[config.mk]
export PLATFORM = sky130hd
export DESIGN_NAME = rf_op_scheduler
export DESIGN_NICKNAME = d
export VERILOG_FILES = /design/src/rtl/rf_sched_pkg.sv /design/src/rtl/rf_sched_rr_arb2.sv /design/src/rtl/rf_op_scheduler.sv
export SDC_FILE = /design/constraint.sdc
export NUM_CORES = 1
export LEC_CHECK = 0
export ABC_AREA = 1
export BUFFER_PORTS_ARGS = -buffer_cell sky130_fd_sc_hd__buf_4
export CAP_MARGIN = 20
export CORE_MARGIN = 10
export CORE_UTILIZATION = 41
export CTS_CLUSTER_SIZE = 10
export DETAILED_ROUTE_END_ITERATION = 16
export GPL_TIMING_DRIVEN = 0
export PLACE_DENSITY = 0.65
export SYNTH_ARGS = -nofsm -noshare
export SYNTH_HDL_FRONTEND = slang
export SYNTH_SLANG_ARGS = --single-unit
[constraint.sdc]
create_clock -name clk -period 3.05 [get_ports clk]
set_input_delay 0.1525 -clock clk [delete_from_list [all_inputs] [get_ports clk]]
set_output_delay 0.1525 -clock clk [all_outputs]
set_load 0.05 [all_outputs]
[src/rtl/rf_sched_pkg.sv]
// Shared types and constants for the register-file operation scheduler.
// Also holds the read-modify-write ALU used in the READ -> WRITE handoff.
package rf_sched_pkg;

    localparam int unsigned ADDR_W = 5;
    localparam int unsigned DATA_W = 16;
    localparam int unsigned N_REQ  = 2;

    typedef enum logic [2:0] {
        OpNop = 3'd0,
        OpRd1 = 3'd1,
        OpRd2 = 3'd2,
        OpWr  = 3'd3,
        OpAdd = 3'd4,
        OpSub = 3'd5,
        OpShl = 3'd6
    } op_e;

    typedef enum logic [1:0] {
        CmdIdle  = 2'd0,
        CmdRead  = 2'd1,
        CmdWrite = 2'd2
    } rf_cmd_e;

    typedef enum logic [1:0] {
        StIdle,
        StRead,
        StWrite,
        StResp
    } state_e;

    // Shift amount is the full 16-bit operand: anything >= 16 clears the result.
    function automatic logic [DATA_W-1:0] alu_result(input op_e op,
                                                     input logic [DATA_W-1:0] a,
                                                     input logic [DATA_W-1:0] b);
        logic [DATA_W-1:0] res;
        case (op)
            OpAdd:   res = a + b;
            OpSub:   res = a - b;
            OpShl:   res = (|b[DATA_W-1:4]) ? '0 : (a << b[3:0]);
            default: res = '0;
        endcase
        return res;
    endfunction

endpackage

[src/rtl/rf_sched_rr_arb2.sv]
// Two-way round-robin arbiter: a lone requester wins, a tie goes to the
// requester that was not granted last. The history only moves on accept.
module rf_sched_rr_arb2 (
    input  logic       clk,
    input  logic       rst_n,
    input  logic [1:0] req_i,
    input  logic       accept_i,
    output logic       gnt_id_o,
    output logic       gnt_valid_o
);

    logic last_q, last_d;

    always_comb begin
        gnt_valid_o = |req_i;
        gnt_id_o    = (req_i == 2'b11) ? ~last_q : req_i[1];
        last_d      = last_q;
        if (accept_i && gnt_valid_o) begin
            last_d = gnt_id_o;
        end
    end

    // Reset to 1 so requester 0 wins the first tie.
    always_ff @(posedge clk) begin
        if (!rst_n) begin
            last_q <= 1'b1;
        end else begin
            last_q <= last_d;
        end
    end

endmodule

[src/rtl/rf_op_scheduler.sv]
// Arbitrates two requesters and sequences each accepted op as timed
// register-file READ/WRITE commands, returning data with a one-cycle pulse.
module rf_op_scheduler
    import rf_sched_pkg::*;
#(
    parameter int unsigned READ_LAT  = 2,
    parameter int unsigned WRITE_LAT = 16
) (
    input  logic        clk,
    input  logic        rst_n,
    input  logic [1:0]  req_valid,
    output logic [1:0]  req_ready,
    input  logic [5:0]  req_op,
    input  logic [9:0]  req_ra,
    input  logic [9:0]  req_rb,
    input  logic [9:0]  req_wa,
    input  logic [31:0] req_wdata,
    output logic [1:0]  rsp_valid,
    output logic [15:0] rsp_data_a,
    output logic [15:0] rsp_data_b,
    output logic        busy,
    output logic [1:0]  rf_cmd,
    output logic [4:0]  rf_ra,
    output logic [4:0]  rf_rb,
    output logic [4:0]  rf_wa,
    output logic [15:0] rf_wdata,
    input  logic [15:0] rf_rdata_a,
    input  logic [15:0] rf_rdata_b
);

    localparam int unsigned MaxLat = (READ_LAT > WRITE_LAT) ? READ_LAT : WRITE_LAT;
    localparam int unsigned CntW   = $clog2(MaxLat + 1);

    state_e            state_q, state_d;
    op_e               op_q, op_d;
    logic [ADDR_W-1:0] ra_q, ra_d, rb_q, rb_d, wa_q, wa_d;
    logic [DATA_W-1:0] wd_q, wd_d;
    logic [DATA_W-1:0] rsp_a_q, rsp_a_d, rsp_b_q, rsp_b_d;
    logic              id_q, id_d;
    logic [CntW-1:0]   cnt_q, cnt_d;

    logic              gnt_id;
    logic              gnt_valid;
    logic              accept;
    logic [2:0]        sel_op;
    logic [DATA_W-1:0] alu_res;

    assign accept  = (state_q == StIdle) && gnt_valid;
    assign sel_op  = gnt_id ? req_op[5:3] : req_op[2:0];
    assign alu_res = alu_result(op_q, rf_rdata_a, rf_rdata_b);

    rf_sched_rr_arb2 u_arb (
        .clk         (clk),
        .rst_n       (rst_n),
        .req_i       (req_valid),
        .accept_i    (accept),
        .gnt_id_o    (gnt_id),
        .gnt_valid_o (gnt_valid)
    );

    always_comb begin
        state_d = state_q;
        op_d    = op_q;
        ra_d    = ra_q;
        rb_d    = rb_q;
        wa_d    = wa_q;
        wd_d    = wd_q;
        rsp_a_d = rsp_a_q;
        rsp_b_d = rsp_b_q;
        id_d    = id_q;
        cnt_d   = cnt_q;
        case (state_q)
            StIdle: begin
                if (accept) begin
                    op_d    = op_e'(sel_op);
                    ra_d    = gnt_id ? req_ra[9:5] : req_ra[4:0];
                    rb_d    = gnt_id ? req_rb[9:5] : req_rb[4:0];
                    wa_d    = gnt_id ? req_wa[9:5] : req_wa[4:0];
                    wd_d    = gnt_id ? req_wdata[31:16] : req_wdata[15:0];
                    id_d    = gnt_id;
                    rsp_a_d = '0;
                    rsp_b_d = '0;
                    cnt_d   = '0;
                    case (op_e'(sel_op))
                        OpRd1, OpRd2, OpAdd, OpSub, OpShl: state_d = StRead;
                        OpWr:                              state_d = StWrite;
                        default:                           state_d = StResp;
                    endcase
                end
            end
            StRead: begin
                if (cnt_q == CntW'(READ_LAT - 1)) begin
                    cnt_d = '0;
                    case (op_q)
                        OpRd1: begin
                            rsp_a_d = rf_rdata_a;
                            state_d = StResp;
                        end
                        OpRd2: begin
                            rsp_a_d = rf_rdata_a;
                            rsp_b_d = rf_rdata_b;
                            state_d = StResp;
                        end
                        default: begin
                            // ALU ops: the result is both the write data and the response.
                            wd_d    = alu_res;
                            rsp_a_d = alu_res;
                            state_d = StWrite;
                        end
                    endcase
                end else begin
                    cnt_d = cnt_q + 1'b1;
                end
            end
            StWrite: begin
                if (cnt_q == CntW'(WRITE_LAT - 1)) begin
                    cnt_d   = '0;
                    state_d = StResp;
                end else begin
                    cnt_d = cnt_q + 1'b1;
                end
            end
            StResp: begin
                state_d = StIdle;
            end
            default: begin
                state_d = StIdle;
            end
        endcase
    end

    always_ff @(posedge clk) begin
        if (!rst_n) begin
            state_q <= StIdle;
            op_q    <= OpNop;
            ra_q    <= '0;
            rb_q    <= '0;
            wa_q    <= '0;
            wd_q    <= '0;
            rsp_a_q <= '0;
            rsp_b_q <= '0;
            id_q    <= 1'b0;
            cnt_q   <= '0;
        end else begin
            state_q <= state_d;
            op_q    <= op_d;
            ra_q    <= ra_d;
            rb_q    <= rb_d;
            wa_q    <= wa_d;
            wd_q    <= wd_d;
            rsp_a_q <= rsp_a_d;
            rsp_b_q <= rsp_b_d;
            id_q    <= id_d;
            cnt_q   <= cnt_d;
        end
    end

    // Outputs are gated by state so every rf_* and rsp_* field is zero when unused.
    always_comb begin
        req_ready  = '0;
        rsp_valid  = '0;
        rsp_data_a = '0;
        rsp_data_b = '0;
        rf_cmd     = CmdIdle;
        rf_ra      = '0;
        rf_rb      = '0;
        rf_wa      = '0;
        rf_wdata   = '0;
        busy       = (state_q != StIdle);
        if (accept) begin
            req_ready = gnt_id ? 2'b10 : 2'b01;
        end
        case (state_q)
            StRead: begin
                rf_cmd = CmdRead;
                rf_ra  = ra_q;
                rf_rb  = rb_q;
            end
            StWrite: begin
                rf_cmd   = CmdWrite;
                rf_wa    = wa_q;
                rf_wdata = wd_q;
            end
            StResp: begin
                rsp_valid  = id_q ? 2'b10 : 2'b01;
                rsp_data_a = rsp_a_q;
                rsp_data_b = rsp_b_q;
            end
            default: ;
        endcase
    end

endmodule

==> impl_results.md, run 1 <==
* Detailed placement HPWL at 18,900 um
* Util after Layout at 55.9%
* Clock buffer depth at 2
* Slew @ Worst Pin at 0.659 ns
* Clk_lat worst skew at 0.34 ns
* Largest net degree at the start of global routing at 14
* Post-synth cell types at 45
* Setup_tns at 0 ns
* Fin nets at 1,368
* Power density over cell area at 684 nW/um^2
* Gr ovfl total at 0
* Reg2reg start: op_q[1]
* Total GRT Usage at 22.1%
* H-tree depth at 3
* Critical Path RT at 3.24 ns
* Final setup violation count at 0
* TritonCTS clock tree: done
* Dpl ws at -0.414 ns
* Hold Vio Cnt, Final at 0
* Mapped Area at 6170 sq um
* P&R area growth vs syn at 32.8%
* Sink Count at 75
* Crit Path Category: primary input to register
* Share of layout cells above drive strength 1 at 23.2%
* Core Region at 14,600 sq um
* Avg WL per Cell at 16.1 um
* Yosys reg bits at 75
* Area of the die at 20,300 sq um
* Pre-antenna DRT Iters at 5
* Placer congestion estimate at 0.953
* Vias in the first global route at 6,771
* Slew margin rel. at 56.1%
* Max Cap Violations at 0
* Slew Limit Fails at 0
* Die H at 143 um
* Worst Slack Setup Final at 0.202 ns
* Most frequent cells in the layout: nand2_1, buf_4, inv_1
* Commonest non-fill, non-tap cell in the layout: nand2_1
* Crit. End Element: register
* Final critical-path share of the clock period at 93.4%
* Total Routed Length at 23,000 um
* Cts hold-fix bufs at 0
* Primary FF master, synth: dfxtp_1
* RSZ-0062 raised after global routing: no
* Worst min path class: primary input to register
* Clock root buffer: clkbuf_16
* Fmax at 351 MHz
* WP data arrival at 3.04 ns
* Clk slew on worst S/H paths at 0.06 ns
* DRT antenna net count at 0
* Antenna violations before repair at 0
* Vias post-DR at 7,252
* Min Hold Slack at 0.0635 ns
* Final min period at 2.85 ns
* EDFF count, synth at 0
* Crit. Startpoint: rf_rdata_b[0]
* Max FO, Critical Path at 10
* Tot Pwr at 5.60 mW
* P_leak at 4.24 nW
* Initial drt markers at 484
* Yosys Warn Count at 0
* I/O Buffers at 173
* VDD IR max at 0.000395 V
* First-pass GRT wire length at 35,900 um
* Mapped Cells at 1,049
* Status: completed
* Die extent in x at 143 um
* Row count at 44
* Seq/Total Area, Yosys at 24.3%
* CP startpoint kind: primary input
* Syn avg cell area at 5.88 sq um
* IO Count at 174
* Layout Skew at 0.00474 ns
* Total CTS buffers at 9
* Hold_sp: req_ra[3]
* Vias per inst at 5.09
* Synthesized Nets at 1,180
* Number of diodes at 0
* Initial Utilization at 42.1%
* # DRC at 0
* Asr flop ratio synth at 0%
## cells in the mapped netlist (2+ instances only)
| library cell | n | area (sq um) |
|---|---|---|
| nand2_1 | 328 | 1230 |
| inv_1 | 146 | 548 |
| a21oi_1 | 111 | 556 |
| dfxtp_1 | 75 | 1500 |
| nand3_1 | 73 | 365 |
| nor2_1 | 59 | 221 |
| o21ai_0 | 59 | 295 |
| ha_1 | 26 | 325 |
| clkbuf_1 | 19 | 71.3 |
| a31oi_1 | 18 | 113 |
| o21ai_1 | 18 | 90.1 |
| inv_2 | 14 | 52.6 |
| buf_2 | 10 | 50.1 |
| xor2_1 | 9 | 78.8 |
| xnor2_1 | 8 | 70.1 |
| buf_4 | 6 | 45.0 |
| buf_1 | 5 | 18.8 |
| buf_6 | 5 | 56.3 |
| o211ai_1 | 5 | 37.5 |
| o22ai_1 | 5 | 31.3 |
| nand2_2 | 4 | 25.0 |
| nand4_1 | 4 | 25.0 |
| nor2_2 | 4 | 25.0 |
| nor2_4 | 4 | 45.0 |
| o21ai_2 | 4 | 35.0 |
| nor3_1 | 3 | 15.0 |
| or2_2 | 3 | 18.8 |
| a21oi_2 | 2 | 17.5 |
| mux2i_1 | 2 | 20.0 |
| nand2_4 | 2 | 22.5 |
| nand3b_1 | 2 | 15.0 |
| o21a_1 | 2 | 15.0 |
| or2_1 | 2 | 12.5 |
## worst max-delay path: stages
cell     delay, ns
buf_4         0.12
buf_6         0.13
buf_6         0.14
inv_2         0.07
ha_1          0.15
inv_2         0.07
nor3_4        0.20
inv_2         0.06
nor2_2        0.14
buf_4         0.12
inv_1         0.05
nand2_1       0.07
xnor2_1       0.12
inv_1         0.11
ha_4          0.30
nand2_1       0.09
inv_2         0.07
nand2_2       0.09
nor3_4        0.19
nand2_1       0.08
nand3_1       0.07
nand2_1       0.06
nand3_2       0.11
nand3_4       0.09
nand2_1       0.10
a21oi_1       0.06
## worst paths after layout
path / end / cells after the start / slack, ns
hold reg to reg: u_arb.last_q / 2 / 0.46
setup reg to reg: rsp_a_q[6] / 15 / 0.23
setup / recovery: wd_q[15] / 26 / 0.20
hold / removal: ra_q[3] / 3 / 0.06
## routing by layer
metal | up-vias | share of wire, % | GRT usage [%]
met3 | 29 | 7.3 | 5.34
li1 | 3741 | - | -
met4 | 0 | 1.9 | 6.08
met2 | 231 | 45 | 34.5
met5 | - | 0 | 0
met1 | 3251 | 46 | 29.7
## metrics by stage
step | cells | area, sq um
2_1_floorplan | 1049 | 6170
3_3_place_gp | 1406 | 7700
3_5_place_dp | 1406 | 7700
4_1_cts | 1422 | 8010
5_1_grt | 1426 | 8190
6_report | 1426 | 8190
## final cells by class
class / count / area [sq um]
repair buffers: 178 / 1340
inverters: 162 / 612
clock buffers: 11 / 243
clock inverters: 5 / 60.1
plain buffers: 44 / 249
fillers: 1621 / 6450
flip-flops and latches: 75 / 1510
multi-input cells: 767 / 3950
well taps: 184 / 230
## where the power goes
part | switching, mW | internal, mW | leakage, nW
clock network | 0.431 | 0.660 | 0.147
logic | 2.11 | 1.01 | 3.48
registers | 0.147 | 1.24 | 0.614
total | 2.69 | 2.91 | 4.24
## state kept, by name, summed over array words and instances, names as in the netlist
name / flops
wd_q: 16
id_q: 1
u_arb.last_q: 1
wa_q: 5
rsp_b_q: 16
op_q: 3
rb_q: 5
rsp_a_q: 16
state_q: 2
cnt_q: 5
ra_q: 5
## cell families (layout without fill, tap and decap cells)
family | count (synthesis) | after routing | share of synthesized area (%)
muxes | 2 | 2 | 0.325
AOI/OAI and AO/OA | 228 | 228 | 19.9
adders and majority gates | 27 | 27 | 5.60
DFF | 75 | 75 | 24.3
buffers and inverters | 207 | 400 | 13.8
xor gates and xnor gates | 17 | 17 | 2.41
and+or+nand+nor | 493 | 493 | 33.6
## what timing repair did
item,CTS,global route
resized for setup,4,41
buffers inserted,0,5
endpoints found under the setup margin,7,20
pin swaps,0,16
cloned,0,0
No activity file was read; power rests on OpenSTA's default activity.
==> inputs of run 2 (changes only) <==
--- a/config.mk
+++ b/config.mk
@@ -10,6 +10,7 @@
 export CAP_MARGIN = 20
 export CORE_MARGIN = 10
 export CORE_UTILIZATION = 41
+export CTS_BUF_LIST = sky130_fd_sc_hd__clkbuf_4 sky130_fd_sc_hd__clkbuf_8 sky130_fd_sc_hd__clkbuf_16
 export CTS_CLUSTER_SIZE = 10
 export DETAILED_ROUTE_END_ITERATION = 16
 export GPL_TIMING_DRIVEN = 0
==> run 2 against run 1 <==
Critical path depth stayed put. Worst setup slack stayed put. Sequential share of layout area hardly changed. Non-clock buffer count stayed put. Total power is 0.16% higher. Clock skew hardly changed. Critical path type unchanged. Die area stayed put.
==> impl_results.md, run 2 (same netlist as run 1, synthesis figures left out) <==
* Status: completed
* Slew @ Worst Pin at 0.659 ns (unchanged)
* Total CTS buffers at 9 (unchanged)
* Dpl ws at -0.414 ns (unchanged)
* IO Count at 174 (unchanged)
* Sw frac at 47.9% (-0.075 points)
* Clock root buffer: clkbuf_16
* Die extent in x at 143 um (unchanged)
* Area of the die at 20,300 sq um (unchanged)
* Avg WL per Cell at 16.1 um (about the same)
* Slew Limit Fails at 0 (unchanged)
* Row count at 44 (unchanged)
* Hold Path End: ra_q[3]
* Cts hold-fix bufs at 0 (unchanged)
* Crit Path Category: primary input to register
* Power density over cell area at 685 nW/um^2 (+0.12%)
* H-tree depth at 3 (unchanged)
* Worst Slack Setup Final at 0.202 ns (unchanged)
* WP data arrival at 3.04 ns (about the same)
* FF-to-FF End: rsp_a_q[6]
* Min Hold Slack at 0.0635 ns (-0.0000598 ns)
* Clk slew on worst S/H paths at 0.06 ns (about the same)
* Cell Count, Final, Fillers Out at 1,426 (unchanged)
* Fmax at 351 MHz (unchanged)
* Pre-antenna DRT Iters at 5 (unchanged)
* R2R depth at 15 (unchanged)
* Vias in the first global route at 6,771 (unchanged)
* Reg2reg start: op_q[1]
* Placer congestion estimate at 0.953 (unchanged)
* Largest net degree at the start of global routing at 14 (unchanged)
* Final min period at 2.85 ns (unchanged)
* # DRC at 0 (unchanged)
* DRT antenna net count at 0 (unchanged)
* Max FO, Critical Path at 10 (unchanged)
* Hold_sp: req_ra[3]
* Layout Skew at 0.00479 ns (+0.0000481 ns)
* Hold Path Stages at 3 (unchanged)
* Fin nets at 1,368 (unchanged)
* Setup_tns at 0 ns (unchanged)
* Hold Vio Cnt, Final at 0 (unchanged)
* Crit. End Element: register
* P_leak at 4.25 nW (about the same)
* Core Region at 14,600 sq um (unchanged)
* Initial Utilization at 42.1% (unchanged)
* CP startpoint kind: primary input
* Vias post-DR at 7,252 (unchanged)
* Critical Path RT at 3.24 ns (about the same)
* Psw at 2.69 mW (about the same)
* Logic pwr share at 55.7% (about the same)
* Worst min path class: primary input to register
* Commonest non-fill, non-tap cell in the layout: nand2_1
* P_int at 2.92 mW (+0.31%)
* Most frequent cells in the layout: nand2_1, buf_4, inv_1
* Die H at 143 um (unchanged)
* Clock buffer depth at 2 (unchanged)
* Fillers at 1,621 (unchanged)
* R2R setup slack at 0.23 ns (about the same)
* Total Routed Length at 23,000 um (about the same)
* Vias per inst at 5.09 (unchanged)
* Total GRT Usage at 22.1% (unchanged)
* Slew margin rel. at 56.1% (unchanged)
* Antenna violations before repair at 0 (unchanged)
* VDD IR max at 0.000395 V (about the same)
* Share of layout cells above drive strength 1 at 23.3% (+0.081 points)
* Sink Count at 75 (unchanged)
* Top flop regs: rsp_a_q: 16 flops, rsp_b_q: 16 flops, wd_q: 16 flops
* First-pass GRT wire length at 35,900 um (unchanged)
* Number of diodes at 0 (unchanged)
* P&R area growth vs syn at 32.8% (about the same)
* Reg power frac at 24.7% (about the same)
* TritonCTS clock tree: done
* Clk_lat worst skew at 0.34 ns (about the same)
* Final critical-path share of the clock period at 93.4% (unchanged)
* Tot Pwr at 5.61 mW (+0.16%)
* Max Cap Violations at 0 (unchanged)
* Gr ovfl total at 0 (unchanged)
* Placed Area at 7700 sq um (unchanged)
* Detailed placement HPWL at 18,900 um (unchanged)
* Final instance area at 8190 sq um (about the same)
* Util after Layout at 55.9% (about the same)
* Placed insts at 1,406 (unchanged)
* Clock Power Share at 19.6% (about the same)
* Final setup violation count at 0 (unchanged)
* Initial drt markers at 484 (unchanged)
* RSZ-0062 raised after global routing: no
* I/O Buffers at 173 (unchanged)
## run 2: cell count changes in the layout (fill, tap and decap cells not counted)
| cell | change |
|---|---|
| clkbuf_4 | +1 |
| clkbuf_1 | -1 |
## run 2: power groups by stage
stage | sequential (mW) | clock, mW | combinational [mW]
2_1_floorplan | 1.36 | 0 | 2.14
3_3_place_gp | 1.40 | 0 | 2.99
3_5_place_dp | 1.40 | 0 | 3.01
4_1_cts | 1.38 | 1.11 | 3.02
5_1_grt | 1.42 | 1.15 | 3.45
6_report | 1.39 | 1.10 | 3.12
## run 2: critical path: stages
cell     delay, ns
buf_4         0.12
buf_6         0.13
buf_6         0.14
inv_2         0.07
ha_1          0.15
inv_2         0.07
nor3_4        0.20
inv_2         0.06
nor2_2        0.14
buf_4         0.12
inv_1         0.05
nand2_1       0.07
xnor2_1       0.12
inv_1         0.11
ha_4          0.30
nand2_1       0.09
inv_2         0.07
nand2_2       0.09
nor3_4        0.19
nand2_1       0.08
nand3_1       0.07
nand2_1       0.06
nand3_2       0.11
nand3_4       0.09
nand2_1       0.10
a21oi_1       0.06
## run 2: per-layer routing
layer,track usage (%),vias up,wire [um]
met2,34.5,231,10300
met4,6.08,0,447
met3,5.34,29,1680
li1,-,3741,-
met5,0,-,0
met1,29.7,3251,10500
## run 2: final cells by class
| class | count | area (sq um) | share of cell area (%) |
|---|---|---|---|
| Clock inverter | 5 | 60.1 | 0.733 |
| Timing Repair Buffer | 178 | 1340 | 16.3 |
| Multi-Input combinational cell | 767 | 3950 | 48.3 |
| Sequential cell | 75 | 1510 | 18.4 |
| Clock buffer | 11 | 246 | 3.01 |
| Inverter | 162 | 612 | 7.47 |
| Tap cell | 184 | 230 | 2.81 |
| Buffer | 44 | 249 | 3.04 |
## run 2: how the worst max path moves through the flow
stage | from | to | slack, ns
after global routing | rf_rdata_b[0] | wd_q[15] | 0.008
after global placement | rf_rdata_b[0] | wd_q[15] | -0.41
after CTS | op_q[1] | wd_q[15] | 0.006
final | rf_rdata_b[0] | wd_q[15] | 0.20
after floorplan | rf_rdata_b[0] | wd_q[15] | 0.42
after detailed placement | rf_rdata_b[0] | wd_q[15] | -0.41
## run 2: timing repair
action | CTS | global route
endpoints found under the setup margin | 7 | 20
cloned | 0 | 0
setup buffers | 0 | 5
pin swaps | 0 | 16
gates resized for setup | 4 | 41
